[src/rtl/scan_counter_7seg.sv]
// Prescaled up/down hex or BCD counter with a multiplexed, active-low 7-segment display.
// The display shows each digit for SCAN_DIV cycles and lags the count by one cycle.
module scan_counter_7seg #(
  parameter int unsigned DIGITS   = 4,
  parameter int unsigned TICK_DIV = 10,
  parameter int unsigned SCAN_DIV = 4,
  parameter bit          BCD_MODE = 1'b0
) (
  input  logic                  clk,
  input  logic                  rst,
  input  logic                  enable,
  input  logic                  upDown,
  input  logic                  load,
  input  logic [4*DIGITS-1:0]   loadValue,
  output logic [4*DIGITS-1:0]   count,
  output logic                  wrap,
  output logic [DIGITS-1:0]     an,
  output logic [6:0]            seg7
);

  localparam int unsigned CW   = 4 * DIGITS;
  localparam int unsigned PW   = (TICK_DIV > 1) ? $clog2(TICK_DIV) : 1;
  localparam int unsigned SW   = (SCAN_DIV > 1) ? $clog2(SCAN_DIV) : 1;
  localparam int unsigned IW   = (DIGITS > 1) ? $clog2(DIGITS) : 1;
  localparam logic [3:0]  DMAX = BCD_MODE ? 4'd9 : 4'd15;

  function automatic logic [6:0] seg_decode(input logic [3:0] d);
    case (d)
      4'h0:    seg_decode = 7'b0000001;
      4'h1:    seg_decode = 7'b1001111;
      4'h2:    seg_decode = 7'b0010010;
      4'h3:    seg_decode = 7'b0000110;
      4'h4:    seg_decode = 7'b1001100;
      4'h5:    seg_decode = 7'b0100100;
      4'h6:    seg_decode = 7'b0100000;
      4'h7:    seg_decode = 7'b0001111;
      4'h8:    seg_decode = 7'b0000000;
      4'h9:    seg_decode = 7'b0000100;
      4'hA:    seg_decode = 7'b0001000;
      4'hB:    seg_decode = 7'b1100000;
      4'hC:    seg_decode = 7'b0110001;
      4'hD:    seg_decode = 7'b1000010;
      4'hE:    seg_decode = 7'b0110000;
      default: seg_decode = 7'b0111000;
    endcase
  endfunction

  logic [PW-1:0]     presc_q, presc_d;
  logic [SW-1:0]     scan_q, scan_d;
  logic [IW-1:0]     dig_q, dig_d;
  logic [CW-1:0]     count_q, count_d;
  logic              wrap_q, wrap_d;
  logic [DIGITS-1:0] an_q, an_d;
  logic [6:0]        seg_q, seg_d;

  logic              tick;
  logic [CW-1:0]     step_val;
  logic              carry;
  logic [CW-1:0]     load_val;
  logic [3:0]        dig_v;
  logic [3:0]        ld_v;
  logic [3:0]        sel_dig;

  // Digit-serial step; the carry/borrow out of the top digit is the wrap condition.
  always_comb begin
    step_val = count_q;
    carry    = 1'b1;
    dig_v    = 4'd0;
    for (int i = 0; i < int'(DIGITS); i++) begin
      dig_v = count_q[4*i +: 4];
      if (carry) begin
        if (upDown) begin
          if (dig_v == DMAX) begin
            dig_v = 4'd0;
          end else begin
            dig_v = dig_v + 4'd1;
            carry = 1'b0;
          end
        end else begin
          if (dig_v == 4'd0) begin
            dig_v = DMAX;
          end else begin
            dig_v = dig_v - 4'd1;
            carry = 1'b0;
          end
        end
      end
      step_val[4*i +: 4] = dig_v;
    end
  end

  // In BCD mode loaded digits above 9 saturate to 9.
  always_comb begin
    load_val = loadValue;
    ld_v     = 4'd0;
    for (int i = 0; i < int'(DIGITS); i++) begin
      ld_v = loadValue[4*i +: 4];
      if (BCD_MODE && (ld_v > 4'd9)) begin
        ld_v = 4'd9;
      end
      load_val[4*i +: 4] = ld_v;
    end
  end

  assign tick = enable && (presc_q == PW'(TICK_DIV - 1));

  always_comb begin
    presc_d = presc_q;
    count_d = count_q;
    wrap_d  = 1'b0;
    scan_d  = scan_q;
    dig_d   = dig_q;
    sel_dig = 4'd0;

    if (load) begin
      count_d = load_val;
      presc_d = '0;
    end else if (enable) begin
      if (tick) begin
        presc_d = '0;
        count_d = step_val;
        wrap_d  = carry;
      end else begin
        presc_d = presc_q + PW'(1);
      end
    end

    // Scanning is independent of enable and load.
    if (scan_q == SW'(SCAN_DIV - 1)) begin
      scan_d = '0;
      dig_d  = (dig_q == IW'(DIGITS - 1)) ? '0 : dig_q + IW'(1);
    end else begin
      scan_d = scan_q + SW'(1);
    end

    for (int i = 0; i < int'(DIGITS); i++) begin
      if (dig_d == IW'(i)) begin
        sel_dig = count_q[4*i +: 4];
      end
    end
    an_d  = ~(DIGITS'(1) << dig_d);
    seg_d = seg_decode(sel_dig);
  end

  always_ff @(posedge clk) begin
    if (rst) begin
      presc_q <= '0;
      scan_q  <= '0;
      dig_q   <= '0;
      count_q <= '0;
      wrap_q  <= 1'b0;
      an_q    <= ~DIGITS'(1);
      seg_q   <= 7'b0000001;
    end else begin
      presc_q <= presc_d;
      scan_q  <= scan_d;
      dig_q   <= dig_d;
      count_q <= count_d;
      wrap_q  <= wrap_d;
      an_q    <= an_d;
      seg_q   <= seg_d;
    end
  end

  assign count = count_q;
  assign wrap  = wrap_q;
  assign an    = an_q;
  assign seg7  = seg_q;

endmodule

[config.mk]
export PLATFORM = sky130hd
export DESIGN_NAME = scan_counter_7seg
export DESIGN_NICKNAME = d
export VERILOG_FILES = /design/src/rtl/scan_counter_7seg.sv
export SDC_FILE = /design/constraint.sdc
export NUM_CORES = 1
export LEC_CHECK = 0
export ABC_AREA = 1
export CORE_ASPECT_RATIO = 2
export CORE_MARGIN = 5
export CORE_UTILIZATION = 53
export DETAILED_ROUTE_END_ITERATION = 8
export PLACE_DENSITY = 0.82
export SYNTH_ARGS = -nofsm -noshare
export SYNTH_HDL_FRONTEND = slang
export SYNTH_SLANG_ARGS = --single-unit
[constraint.sdc]
create_clock -name clk -period 2.9 [get_ports clk]
set_input_delay 0.58 -clock clk [delete_from_list [all_inputs] [get_ports clk]]
set_output_delay 0.58 -clock clk [all_outputs]
set_load 0.1 [all_outputs]
Yosys cells after proc, flatten, opt, wreduce, memory -nomap -nowiden
Memory sizes are Yosys's and may differ from the RTL's. A register that Yosys moved wholly into a read port is not among the register bits.
Index checks and enable logic that the tools add are counted.

word-level totals
  bits in registers = 29
  memory bits (read-only) = 112
  input bits = 21
  logic and storage cells = 93
  memories = 1

cells by class
  add/subtract/negate cells = 11
  equal/unequal tests = 10
  shift-type cells = 1
  mux-type cells = 39
  bitwise logic cells = 4
  reductions and logical operators = 18

memories
  name              depth  width  rd ports  clocked after memory_dff  write ports  RTL line  RTL
  (name not given)  16     7      1         1                         0            28        case (d)

operators by type and width
  kind                 count
  $mux 4               20
  $mux 16              3
  $add 4x1->4 const B  5
  $eq 4x4->1 const B   5
  $logic_not 4->1      4
  $sub 4x1->4 const B  4
  $mux 1               14
  $reduce_bool 2->1    5
  $reduce_and 3->1     3
  $eq 2x2->1 const B   4
  $reduce_or 5->1      1
  $add 2x1->2 const B  2
  $mux 2               2
  $not 4->4            1
  $reduce_or 2->1      2
  $shl 1x2->4 const A  1
  $not 1->1            3
  $eq 2x1->1 const B   1
  $logic_not 2->1      1
  $reduce_and 2->1     1
  $logic_and 1x1->1    1

Logic depth before layout (Yosys ltp)
Gate-level depths: netlist of the first run.

  word-level depth = 9
  depth in mapped cells = 16
  gate-level depth less buffers = 15

Worst setup path after synthesis of the first run
OpenSTA, ideal clock, no wires.

  kind = register -> register
  from = reg count_q[4] (netlist: count[4])
  to = reg count_q[9] (netlist: count[9])
  setup time = 0.071 ns
  arrival = 2.196 ns
  data required time = 2.829 ns
  setup slack = 0.633 ns
  cell stages (with the launch flop) = 10
  period minus slack after synthesis = 2.267 ns
  path through = dfxtp_1 inv_1 ha_1 nand4_1 nand2_1 nand3b_1 nand2_1 inv_1 nand2_1 a21oi_1

between the ends
  word-level cells in the longest chain between the ends = 6
  elaborated cells on any way between the ends = 8
  classes of those cells = 1 x eq/ne; 4 x mux; 3 x reduce/logical

ends and longest elaborated chain
  element                                               RTL line  RTL
  start: declaration                                    51        logic [CW-1:0] count_q, count_d;
  start signal: assignment                              158       count_q <= count_d;
  $eq 4x4->1 / $logic_not 4->1 (equally long branches)  73, 80
  $mux 1 (on tied branches)                             73, 80
  $mux 1 (*)                                            72        if (upDown) begin
  $mux 1 (*)                                            71        if (carry) begin
  $reduce_bool 2->1 (no source line) (*)                n/a
  $reduce_and 3->1 (no source line) (*)                 n/a

Mark *: on every way between the ends. The rest lies on a longest branch, timed or not.
A chain may end at the register's enable or synchronous reset.

Worst setup path in the final report of the first run
  from = reg scan_q[0]
  to = reg seg_q[2] (netlist: seg7[2])

between the ends
  word-level cells in the longest chain between the ends = 7
  elaborated cells on any way between the ends = 10
  classes of those cells = 4 x eq/ne; 5 x mux; 1 x reduce/logical

ends and longest elaborated chain
  element                   RTL line  RTL
  start: declaration        49        logic [SW-1:0] scan_q, scan_d;
  start signal: assignment  156       scan_q <= scan_d;
  $eq 2x2->1 (*)            129       if (scan_q == SW'(SCAN_DIV - 1)) begin
  $mux 2 (*)                129
  $logic_not 2->1           137       if (dig_d == IW'(i)) begin
  $mux 4 (3 in series)      137
  $mux 4 (*)                137
  end: declaration          54        logic [6:0] seg_q, seg_d;

Marked as above.

==> results.md, run 1 <==
* Syn_nets at 428
* Aggregate negative setup slack at 0 ps
* Max Fclk at 411 MHz
* Sinks on the clock net at 36
* Post-Syn Area at 2670 sq um
* Count of instances resized after the clock tree is built at 0
* Filler cell count at 451
* Total length of routed wires at 6990 microns
* Hold Crit Class: reg -> reg
* Headroom to the max-slew limit at 0.655
* Transition time at the pin with the least slew margin at 517 ps
* Synthesized netlist cell count at 385
* Clock tree from TritonCTS: built
* Count of hold-fix buffers inserted at cts at 0
* Reg power frac at 0.325
* Share of flip-flops with an asynchronous set or reset at 0
* Final Critical Period at 2440 ps
* Worst-path maximum fanout at 9
* Maxcap violations at 0
* Vias in the first global route at 2,532
* Final weighted congestion in routability-driven placement at 0.895
* Cell-internal power at 1.01 mW
* First DRT Iteration DRCs at 119
* End-of-flow core utilization at 0.662
* Clock skew at 3.34 ps
* Post-synth cell types at 37
* Top_reg_cell synth: sky130_fd_sc_hd__dfxtp_1
* Synth-to-Final Area Change at 20.5%
* Critical path type: reg -> reg
* Clock edge transition at the registers on the reported setup and hold paths at 70 ps
* H-tree depth at 2
* Overall routing resource usage at 0.221
* Pin count of the biggest net entering global routing at 23
* Portion of total power attributed to the clock network at 0.245
* Cell area power density at 560 nW/um^2
* Number of placement rows at 36
* Req. time, crit path at 3130 ps
* Switching part of the total at 0.442
* Clock tree buffer depth at 2
* Final worst-path cycle share at 0.840
* Maximum resistive drop on vdd at 0.000356 V
* Die Ht at 110 microns
* Clock Latency Late Sink at 290 ps
* Number of storage elements in the synthesis netlist at 36
* Comb pwr share at 0.430
* Nets at 475
* Number of failing hold endpoints at the final stage at 0
* Via count at 2,729
* Buffers on Ports at 48
* Critical path arrival at 2660 ps
* Number of DRC violations after detailed routing at 0
* First-pass iteration count of the detailed router at 4
* Placed wire-length estimate after detailed placement at 5420 microns
* Effective utilization at floorplan at 0.549
* Share of final-layout standard cells stronger than drive strength 1 at 0.164
* Antenna-violating nets left at 0
* Kind of capture point of the worst setup path: flip-flop
* Switching Power at 0.796 mW
* Setup violation total in the final timing report at 0
* Post-detailed-route wirelength per cell at 14.3 microns
* Number of flops mapped to enable cells by yosys at 0
* Cell at the root of the clock tree: sky130_fd_sc_hd__clkbuf_8
* Leakage power of the design at 1.49 nW
* Floorplan die width at 60.2 microns
* Initial antenna violation count at 0
* Outcome: complete, no violations
* Post-Syn Area per Cell at 6.94 sq um
* Num ports at 49
* Area enclosed by the die boundary at 6640 sq um
* Diodes inserted at 0
* Avg Vias per Cell at 5.57
* Critical Path Source Type: flip-flop
* Register-to-register path setup slack at 460 ps
* Pins Over Slew Limit at 0
* Setup repair after global routing missed its margin: no
* Register area share after synthesis at 0.270
* Placeable Area at 4860 sq um
* Total clock buffers created by CTS at 5
* Wire length of the first global-routing pass at 11,200 microns
* Post CTS Setup Buffer Count at 0
* Total grt overflow at 0
* Total of warnings raised by yosys at 0
sequential cells by signal (all words and copies together), names as in the netlist:
| signal | count |
|---|---|
| scan_q | 2 |
| presc_q | 4 |
| wrap | 1 |
| count | 16 |
| seg7 | 7 |
| dig_q | 2 |
| an | 4 |
layout make-up:
| class | count | area (sq um) | area share |
|---|---|---|---|
| clock buffer | 6 | 72.6 | 0.0226 |
| clock inverter | 2 | 35.0 | 0.0109 |
| inverter | 41 | 156 | 0.0486 |
| multi-input combinational | 297 | 1730 | 0.537 |
| sequential | 36 | 721 | 0.224 |
| tap | 57 | 71.3 | 0.0222 |
| timing repair buffer | 51 | 433 | 0.135 |
worst max-delay path: stages, from the launching register on:
cell,delay (ps)
sky130_fd_sc_hd__dfxtp_1,340
sky130_fd_sc_hd__ha_1,470
sky130_fd_sc_hd__nand3_1,160
sky130_fd_sc_hd__nand2_2,190
sky130_fd_sc_hd__nor2_1,100
sky130_fd_sc_hd__nand2_1,70
sky130_fd_sc_hd__nand4_1,230
sky130_fd_sc_hd__inv_1,220
sky130_fd_sc_hd__ha_1,190
sky130_fd_sc_hd__inv_1,40
sky130_fd_sc_hd__nand3_1,70
sky130_fd_sc_hd__nand2_1,90
sky130_fd_sc_hd__inv_1,80
sky130_fd_sc_hd__nand2_1,40
sky130_fd_sc_hd__nor2_1,80
worst paths after layout:
| kind | cells past startpoint | end | start |
|---|---|---|---|
| setup / recovery | 14 | seg7[2] | scan_q[0] |
| hold / removal | 1 | scan_q[0] | scan_q[0] |
| setup reg to reg | 14 | seg7[2] | scan_q[0] |
| hold reg to reg | 1 | scan_q[0] | scan_q[0] |
logic make-up (layout without fill, tap and decap cells):
kind of cell               Yosys count  count (layout)  synth area share
AOI/OAI and AO/OA                   62              62             0.133
xor gates and xnor gates             8               8            0.0262
adders and majority gates           22              22             0.103
buffers and inverters               52             100            0.0825
DFF                                 36              36             0.270
and+or+nand+nor                    205             205             0.385
routing by layer:
layer  part of all wire  vias up  track usage
met5                  0        -            0
met3              0.051       26       0.0221
met4              0.036        0        0.125
met1               0.36     1233        0.222
met2               0.55       93        0.419
li1                   -     1377            -
cells in the mapped netlist (all sizes together) (5+ instances only):
master / count / share of area
a21oi: 27 / 0.056
dfxtp: 36 / 0.27
nand2: 96 / 0.17
inv: 41 / 0.059
nor2: 41 / 0.062
ha: 22 / 0.10
nand3: 46 / 0.090
nand4: 14 / 0.038
xor2: 7 / 0.023
buf: 5 / 0.015
o21ai: 25 / 0.050
clkbuf: 6 / 0.0084
stage by stage:
stage	power [mW]	hold WS (ps)	cells	cell area, sq um	setup slack (ps)
after floorplan	1.20	404	385	2670	633
after global placement	1.36	411	482	3110	551
after detailed placement	1.37	422	482	3110	466
after CTS	1.81	433	490	3220	444
after global routing	1.88	455	490	3220	189
final	1.80	428	490	3220	465
power by group through the flow:
stage               combinational, mW  sequential, mW  clock, mW
global route                    0.832           0.593      0.457
detailed placement              0.772           0.597          0
finish                          0.775           0.586      0.442
CTS                             0.775           0.585      0.449
floorplan                       0.336           0.869          0
global placement                0.763           0.596          0
layout by cell type (no fill, tap or decap), types with 3 or more instances in the layout:
master / count
sky130_fd_sc_hd__nor2_1: 38
sky130_fd_sc_hd__clkdlybuf4s50_1: 20
sky130_fd_sc_hd__nand2_4: 12
sky130_fd_sc_hd__o21ai_0: 22
sky130_fd_sc_hd__a21oi_1: 23
sky130_fd_sc_hd__ha_1: 22
sky130_fd_sc_hd__nand4_1: 13
sky130_fd_sc_hd__nand2_2: 6
sky130_fd_sc_hd__buf_4: 31
sky130_fd_sc_hd__nand3b_1: 4
sky130_fd_sc_hd__clkbuf_8: 5
sky130_fd_sc_hd__a21oi_2: 4
sky130_fd_sc_hd__nand3_1: 44
sky130_fd_sc_hd__xor2_1: 7
sky130_fd_sc_hd__dfxtp_1: 36
sky130_fd_sc_hd__inv_1: 39
sky130_fd_sc_hd__a31oi_1: 3
sky130_fd_sc_hd__nand2_1: 78
Note: power is estimated with default switching activity, not from simulation.
==> run 2, diff against run 1 <==
Settings changed: CORE_UTILIZATION 53 to 48, PLACE_DENSITY 0.82 to 0.78.
Clock period 2.9 ns to 2.2 ns, I/O delays scaled along.
==> results.md, run 2 (same netlist as run 1, synthesis figures left out) <==
* First DRT Iteration DRCs at 144 (was 119)
* Maxcap violations at 0 (unchanged)
* Transition time at the pin with the least slew margin at 438 ps (was 517 ps)
* Pin count of the biggest net entering global routing at 21 (was 23)
* Via count at 2,791 (was 2,729)
* Buffers on Ports at 48 (unchanged)
* Cell at the root of the clock tree: sky130_fd_sc_hd__clkbuf_8 (unchanged)
* Placed wire-length estimate after detailed placement at 5810 microns (was 5420 microns)
* Total power at 2.34 mW (was 1.80 mW)
* Setup violation total in the final timing report at 0 (unchanged)
* Cell area power density at 703 nW/um^2 (was 560 nW/um^2)
* Register-to-register path setup slack at 140 ps (was 460 ps)
* Count of hold-fix buffers inserted at cts at 0 (unchanged)
* Smallest hold slack at 439 ps (was 428 ps)
* Sinks on the clock net at 36 (unchanged)
* Clock tree from TritonCTS: built (unchanged)
* Req. time, crit path at 2390 ps (was 3130 ps)
* Floorplan die width at 62.7 microns (was 60.2 microns)
* Post CTS Setup Buffer Count at 0 (unchanged)
* Critical path type: reg -> reg (unchanged)
* Layout Cells excl Fill at 504 (was 490)
* Area enclosed by the die boundary at 7240 sq um (was 6640 sq um)
* Leading cell types in the layout, fill and taps excluded: sky130_fd_sc_hd__nand2_1 (78), sky130_fd_sc_hd__nand3_1 (44), sky130_fd_sc_hd__buf_4 (40) (was sky130_fd_sc_hd__nand2_1 (78), sky130_fd_sc_hd__nand3_1 (44), sky130_fd_sc_hd__inv_1 (39))
* Critical path arrival at 2260 ps (was 2660 ps)
* Number of DRC violations after detailed routing at 0 (unchanged)
* Num ports at 49 (unchanged)
* Antenna-violating nets left at 0 (unchanged)
* Clock edge transition at the registers on the reported setup and hold paths at 70 ps (about the same)
* Number of failing hold endpoints at the final stage at 0 (unchanged)
* Final worst-path cycle share at 0.938 (was 0.840)
* Pre-CTS setup slack at 14.8 ps (was 466 ps)
* Final Critical Period at 2060 ps (was 2440 ps)
* Pins Over Slew Limit at 0 (unchanged)
* Aggregate negative setup slack at 0 ps (unchanged)
* Placeable Area at 5420 sq um (was 4860 sq um)
* Source of the worst register-to-register timing path: scan_q[0] (unchanged)
* Clock tree buffer depth at 2 (unchanged)
* Total grt overflow at 0 (unchanged)
* Diodes inserted at 0 (unchanged)
* Share of final-layout standard cells stronger than drive strength 1 at 0.203 (was 0.164)
* Wire length of the first global-routing pass at 12,300 microns (was 11,200 microns)
* Count of instances resized after the clock tree is built at 1 (was 0)
* Post-placement cell area at 3230 sq um (was 3110 sq um)
* Effective utilization at floorplan at 0.493 (was 0.549)
* Overall routing resource usage at 0.209 (was 0.221)
* First-pass iteration count of the detailed router at 4 (unchanged)
* FF-to-FF path depth at 10 (was 14)
* Min-Delay Endpoint: scan_q[0] (unchanged)
* HP Start: scan_q[0] (unchanged)
* End-of-flow core utilization at 0.613 (was 0.662)
* Synth-to-Final Area Change at 24.5% (was 20.5%)
* Number of cells after detailed placement at 496 (was 482)
* Filler cell count at 519 (was 451)
* Avg Vias per Cell at 5.54 (was 5.57)
* Cells on Worst Hold Path at 1 (unchanged)
* Critical Path Source Type: flip-flop (unchanged)
* Flip-flop and latch area at 728 sq um (was 721 sq um)
* Number of placement rows at 38 (was 36)
* Headroom to the max-slew limit at 0.708 (was 0.655)
* Kind of capture point of the worst setup path: flip-flop (unchanged)
* PnR worst setup slack at 136 ps (was 465 ps)
* Setup repair after global routing missed its margin: no (unchanged)
* Post-route cell area at 3320 sq um (was 3220 sq um)
* Commonest non-fill, non-tap cell in the layout: sky130_fd_sc_hd__nand2_1 (unchanged)
* Max Fclk at 484 MHz (was 411 MHz)
* Total clock buffers created by CTS at 5 (unchanged)
* Worst-path maximum fanout at 9 (unchanged)
* Total length of routed wires at 7290 microns (was 6990 microns)
* Nets at 486 (was 475)
* Capturing point of the worst reg2reg path: seg7[6] (was seg7[2])
* Clock Latency Late Sink at 300 ps (was 290 ps)
* H-tree depth at 2 (unchanged)
* Post-detailed-route wirelength per cell at 14.5 microns (was 14.3 microns)
* Leakage power of the design at 1.54 nW (was 1.49 nW)
* Final weighted congestion in routability-driven placement at 0.977 (was 0.895)
* Vias in the first global route at 2,777 (was 2,532)
* Hold Crit Class: reg -> reg (unchanged)
* Clock skew at 7.63 ps (was 3.34 ps)
* Maximum resistive drop on vdd at 0.000603 V (was 0.000356 V)
* Initial antenna violation count at 0 (unchanged)
* Area of combinational cells with multiple inputs at 1730 sq um (about the same)
* Die Ht at 115 microns (was 110 microns)
* Max reg flops at 16 (unchanged)
* Outcome: complete, no violations (unchanged)
run 2: worst max path at each step:
stage | to | slack, ps | cells after the start | from
2_1_floorplan | seg7[6] | 70 | 8 | count[13]
3_3_place_gp | seg7[3] | 120 | 10 | scan_q[0]
3_5_place_dp | seg7[3] | 10 | 11 | scan_q[0]
4_1_cts | seg7[3] | 90 | 11 | scan_q[0]
5_1_grt | seg7[2] | 4 | 14 | dig_q[0]
6_report | seg7[6] | 140 | 10 | scan_q[0]
run 2: final cells by class:
type	instances	share of cell area
flip-flops and latches	36	0.219
clock buffers	8	0.0271
well taps	60	0.0226
repair buffers	62	0.163
inverters	41	0.0470
multi-input cells	297	0.522
run 2: power breakdown:
part	internal (mW)	switching, mW
combinational	0.305	0.753
clock	0.256	0.249
sequential	0.714	0.0588
run 2: worst max-delay path, cell delays in order (launching register included):
cell and delay (ps):
sky130_fd_sc_hd__dfxtp_1 340, sky130_fd_sc_hd__ha_2 280, sky130_fd_sc_hd__nand3_1 110, sky130_fd_sc_hd__nand2_2 180, sky130_fd_sc_hd__nor2_1 100, sky130_fd_sc_hd__nand2_1 100, sky130_fd_sc_hd__nand4_1 200, sky130_fd_sc_hd__ha_1 310
sky130_fd_sc_hd__nand3b_1 180, sky130_fd_sc_hd__nand3_1 90, sky130_fd_sc_hd__a21oi_1 60
run 2: per-layer routing:
layer | share of wire | GRT usage
met1 | 0.36 | 0.206
met4 | 0.034 | 0.116
met3 | 0.033 | 0.0281
met5 | 0 | 0
met2 | 0.58 | 0.406
==> run 3, diff against run 2 <==
Settings changed: CORE_ASPECT_RATIO 2 to 1.1.
==> results.md, run 3 (same netlist as run 1, synthesis figures left out) <==
* Commonest non-fill, non-tap cell in the layout: sky130_fd_sc_hd__nand2_1 (unchanged)
* Diodes inserted at 0 (unchanged)
* H-tree depth at 2 (unchanged)
* Maxcap violations at 0 (unchanged)
* Floorplan die width at 81.1 microns (was 62.7 microns)
* Crit path buf inv count at 2 (was 0)
* Overall routing resource usage at 0.203 (was 0.209)
* Max Fclk at 490 MHz (was 484 MHz)
* Critical Path Source Type: flip-flop (unchanged)
* Portion of total power attributed to the clock network at 0.241 (was 0.216)
* Area of combinational cells with multiple inputs at 1760 sq um (was 1730 sq um)
* Sinks on the clock net at 36 (unchanged)
* Avg Vias per Cell at 5.14 (was 5.54)
* Final weighted congestion in routability-driven placement at 0.909 (was 0.977)
* Met2 Track Usage GR at 0.361 (was 0.406)
* Post-detailed-route wirelength per cell at 13.1 microns (was 14.5 microns)
* Effective utilization at floorplan at 0.495 (was 0.493)
* Hold Crit Class: reg -> reg (unchanged)
* Number of placement rows at 28 (was 38)
* Number of failing hold endpoints at the final stage at 0 (unchanged)
* Filler cell count at 536 (was 519)
* Total length of routed wires at 6820 microns (was 7290 microns)
* Antenna-violating nets left at 0 (unchanged)
* Area enclosed by the die boundary at 7160 sq um (was 7240 sq um)
* Setup violation total in the final timing report at 0 (unchanged)
* Cell area power density at 715 nW/um^2 (was 703 nW/um^2)
* Peak per-stage delay on the critical path at 350 ps (was 340 ps)
* Wire length of the first global-routing pass at 11,500 microns (was 12,300 microns)
* Flip-flop and latch area at 728 sq um (unchanged)
* Kind of cell with the highest combined delay on the critical path: simple AND/OR/NAND/NOR gates (unchanged)
* Clock tree from TritonCTS: built (unchanged)
* Maximum resistive drop on vdd at 0.000355 V (was 0.000603 V)
* Via count at 2,683 (was 2,791)
* Total clock buffers created by CTS at 5 (unchanged)
* Critical path type: reg -> reg (unchanged)
* Nets at 489 (was 486)
* Setup repair after global routing missed its margin: no (unchanged)
* Grt peak-use layer: met2 (unchanged)
* Clock tree buffer depth at 2 (unchanged)
* Final worst-path cycle share at 0.928 (was 0.938)
* Critical-path cell list: ha_1 > inv_1 > nand3_2 > nand2_4 > nor2_2 > nand2_1 > nand4_1 > ha_1 > inv_1 > nand3_1 > nand3_1 > a21oi_1 (was ha_2 > nand3_1 > nand2_2 > nor2_1 > nand2_1 > nand4_1 > ha_1 > nand3b_1 > nand3_1 > a21oi_1)
* Placed wire-length estimate after detailed placement at 5210 microns (was 5810 microns)
* Transition time at the pin with the least slew margin at 464 ps (was 438 ps)
* Total power at 2.43 mW (was 2.34 mW)
* Outcome: complete, no violations (unchanged)
* Kind of capture point of the worst setup path: flip-flop (unchanged)
* Met1 track demand over resource in global routing at 0.233 (was 0.206)
* Pins Over Slew Limit at 0 (unchanged)
* Synth-to-Final Area Change at 27.3% (was 24.5%)
* Switching part of the total at 0.437 (was 0.454)
* Pin count of the biggest net entering global routing at 14 (was 21)
* Die Ht at 88.2 microns (was 115 microns)
* Leakage power of the design at 1.57 nW (was 1.54 nW)
* Total grt overflow at 0 (unchanged)
* Buffers on Ports at 48 (unchanged)
* Number of DRC violations after detailed routing at 0 (unchanged)
* Req. time, crit path at 2390 ps (about the same)
* Headroom to the max-slew limit at 0.691 (was 0.708)
* Num ports at 49 (unchanged)
* Max reg flops at 16 (unchanged)
* First-pass iteration count of the detailed router at 4 (unchanged)
* Clock edge transition at the registers on the reported setup and hold paths at 80 ps (was 70 ps)
* Met3 track demand over resource in global routing at 0.0407 (was 0.0281)
* Final Critical Period at 2040 ps (was 2060 ps)
* Switching Power at 1.06 mW (about the same)
* Worst-path maximum fanout at 7 (was 9)
* Placeable Area at 5400 sq um (was 5420 sq um)
* Reg power frac at 0.320 (was 0.331)
* Cell at the root of the clock tree: sky130_fd_sc_hd__clkbuf_8 (unchanged)
* Leading cell types in the layout, fill and taps excluded: sky130_fd_sc_hd__nand2_1 (78), sky130_fd_sc_hd__buf_4 (44), sky130_fd_sc_hd__nand3_1 (43) (was sky130_fd_sc_hd__nand2_1 (78), sky130_fd_sc_hd__nand3_1 (44), sky130_fd_sc_hd__buf_4 (40))
* Critical path arrival at 2230 ps (was 2260 ps)
* First DRT Iteration DRCs at 117 (was 144)
* Vias in the first global route at 2,682 (was 2,777)
* Share of final-layout standard cells stronger than drive strength 1 at 0.215 (was 0.203)
* Clock Latency Late Sink at 290 ps (was 300 ps)
* Cell-internal power at 1.37 mW (was 1.28 mW)
* Clock skew at 8.21 ps (was 7.63 ps)
* Library cell contributing the largest single delay on the critical path: sky130_fd_sc_hd__dfxtp_1 (unchanged)
* Comb pwr share at 0.439 (was 0.453)
* Aggregate negative setup slack at 0 ps (unchanged)
* Initial antenna violation count at 0 (unchanged)
run 3: layer usage:
| layer | vias up | wire, microns |
|---|---|---|
| met1 | 1201 | 2910 |
| met5 | - | 0 |
| met2 | 69 | 3420 |
| li1 | 1394 | - |
| met4 | 0 | 191 |
| met3 | 19 | 302 |
run 3: worst reg2reg max path: stages (launching register included):
cell,delay (ps)
sky130_fd_sc_hd__dfxtp_1,350
sky130_fd_sc_hd__ha_1,210
sky130_fd_sc_hd__inv_1,130
sky130_fd_sc_hd__nand3_2,110
sky130_fd_sc_hd__nand2_4,140
sky130_fd_sc_hd__nor2_2,60
sky130_fd_sc_hd__nand2_1,90
sky130_fd_sc_hd__nand4_1,210
sky130_fd_sc_hd__ha_1,250
sky130_fd_sc_hd__inv_1,80
sky130_fd_sc_hd__nand3_1,130
sky130_fd_sc_hd__nand3_1,110
sky130_fd_sc_hd__a21oi_1,70
run 3: power groups by stage:
| stage | logic, mW | registers [mW] | clock network, mW |
|---|---|---|---|
| floorplan | 0.442 | 1.15 | 0 |
| global placement | 1.02 | 0.787 | 0 |
| detailed placement | 1.04 | 0.788 | 0 |
| CTS | 1.04 | 0.773 | 0.594 |
| global route | 1.15 | 0.785 | 0.620 |
| finish | 1.07 | 0.777 | 0.585 |
run 3: cell type report:
cell class | count | share of cell area
clock buffer | 6 | 0.0214
inverter | 41 | 0.0460
timing repair buffer | 65 | 0.162
clock inverter | 2 | 0.0103
multi-input combinational | 297 | 0.518
sequential | 36 | 0.214
tap | 75 | 0.0276
run 3: through the flow:
stage               area [sq um]  instances  hold WS, ps  worst slack (ps)   util
floorplan                   2680        385          404              71.1      -
global placement            3230        512          412              84.7  0.599
detailed placement          3230        512          424              8.64  0.599
CTS                         3340        520          435              26.4  0.619
global route                3400        522          501              11.8  0.630
finish                      3400        522          485               159  0.630
run 3: worst paths after layout:
check / from / endpoint / slack (ps) / depth (start not counted)
setup / recovery: dig_q[0] / seg7[6] / 160 / 12
hold / removal: scan_q[0] / scan_q[0] / 490 / 1
setup reg to reg: dig_q[0] / seg7[6] / 160 / 12
hold reg to reg: scan_q[0] / scan_q[0] / 490 / 1
run 3: repair_timing:
| action | CTS | global route |
|---|---|---|
| setup endpoints to repair | 2 | 7 |
| pin swaps | 0 | 2 |
| buffers inserted | 0 | 2 |
| resized for setup | 1 | 7 |
| hold buffers | 0 | 0 |
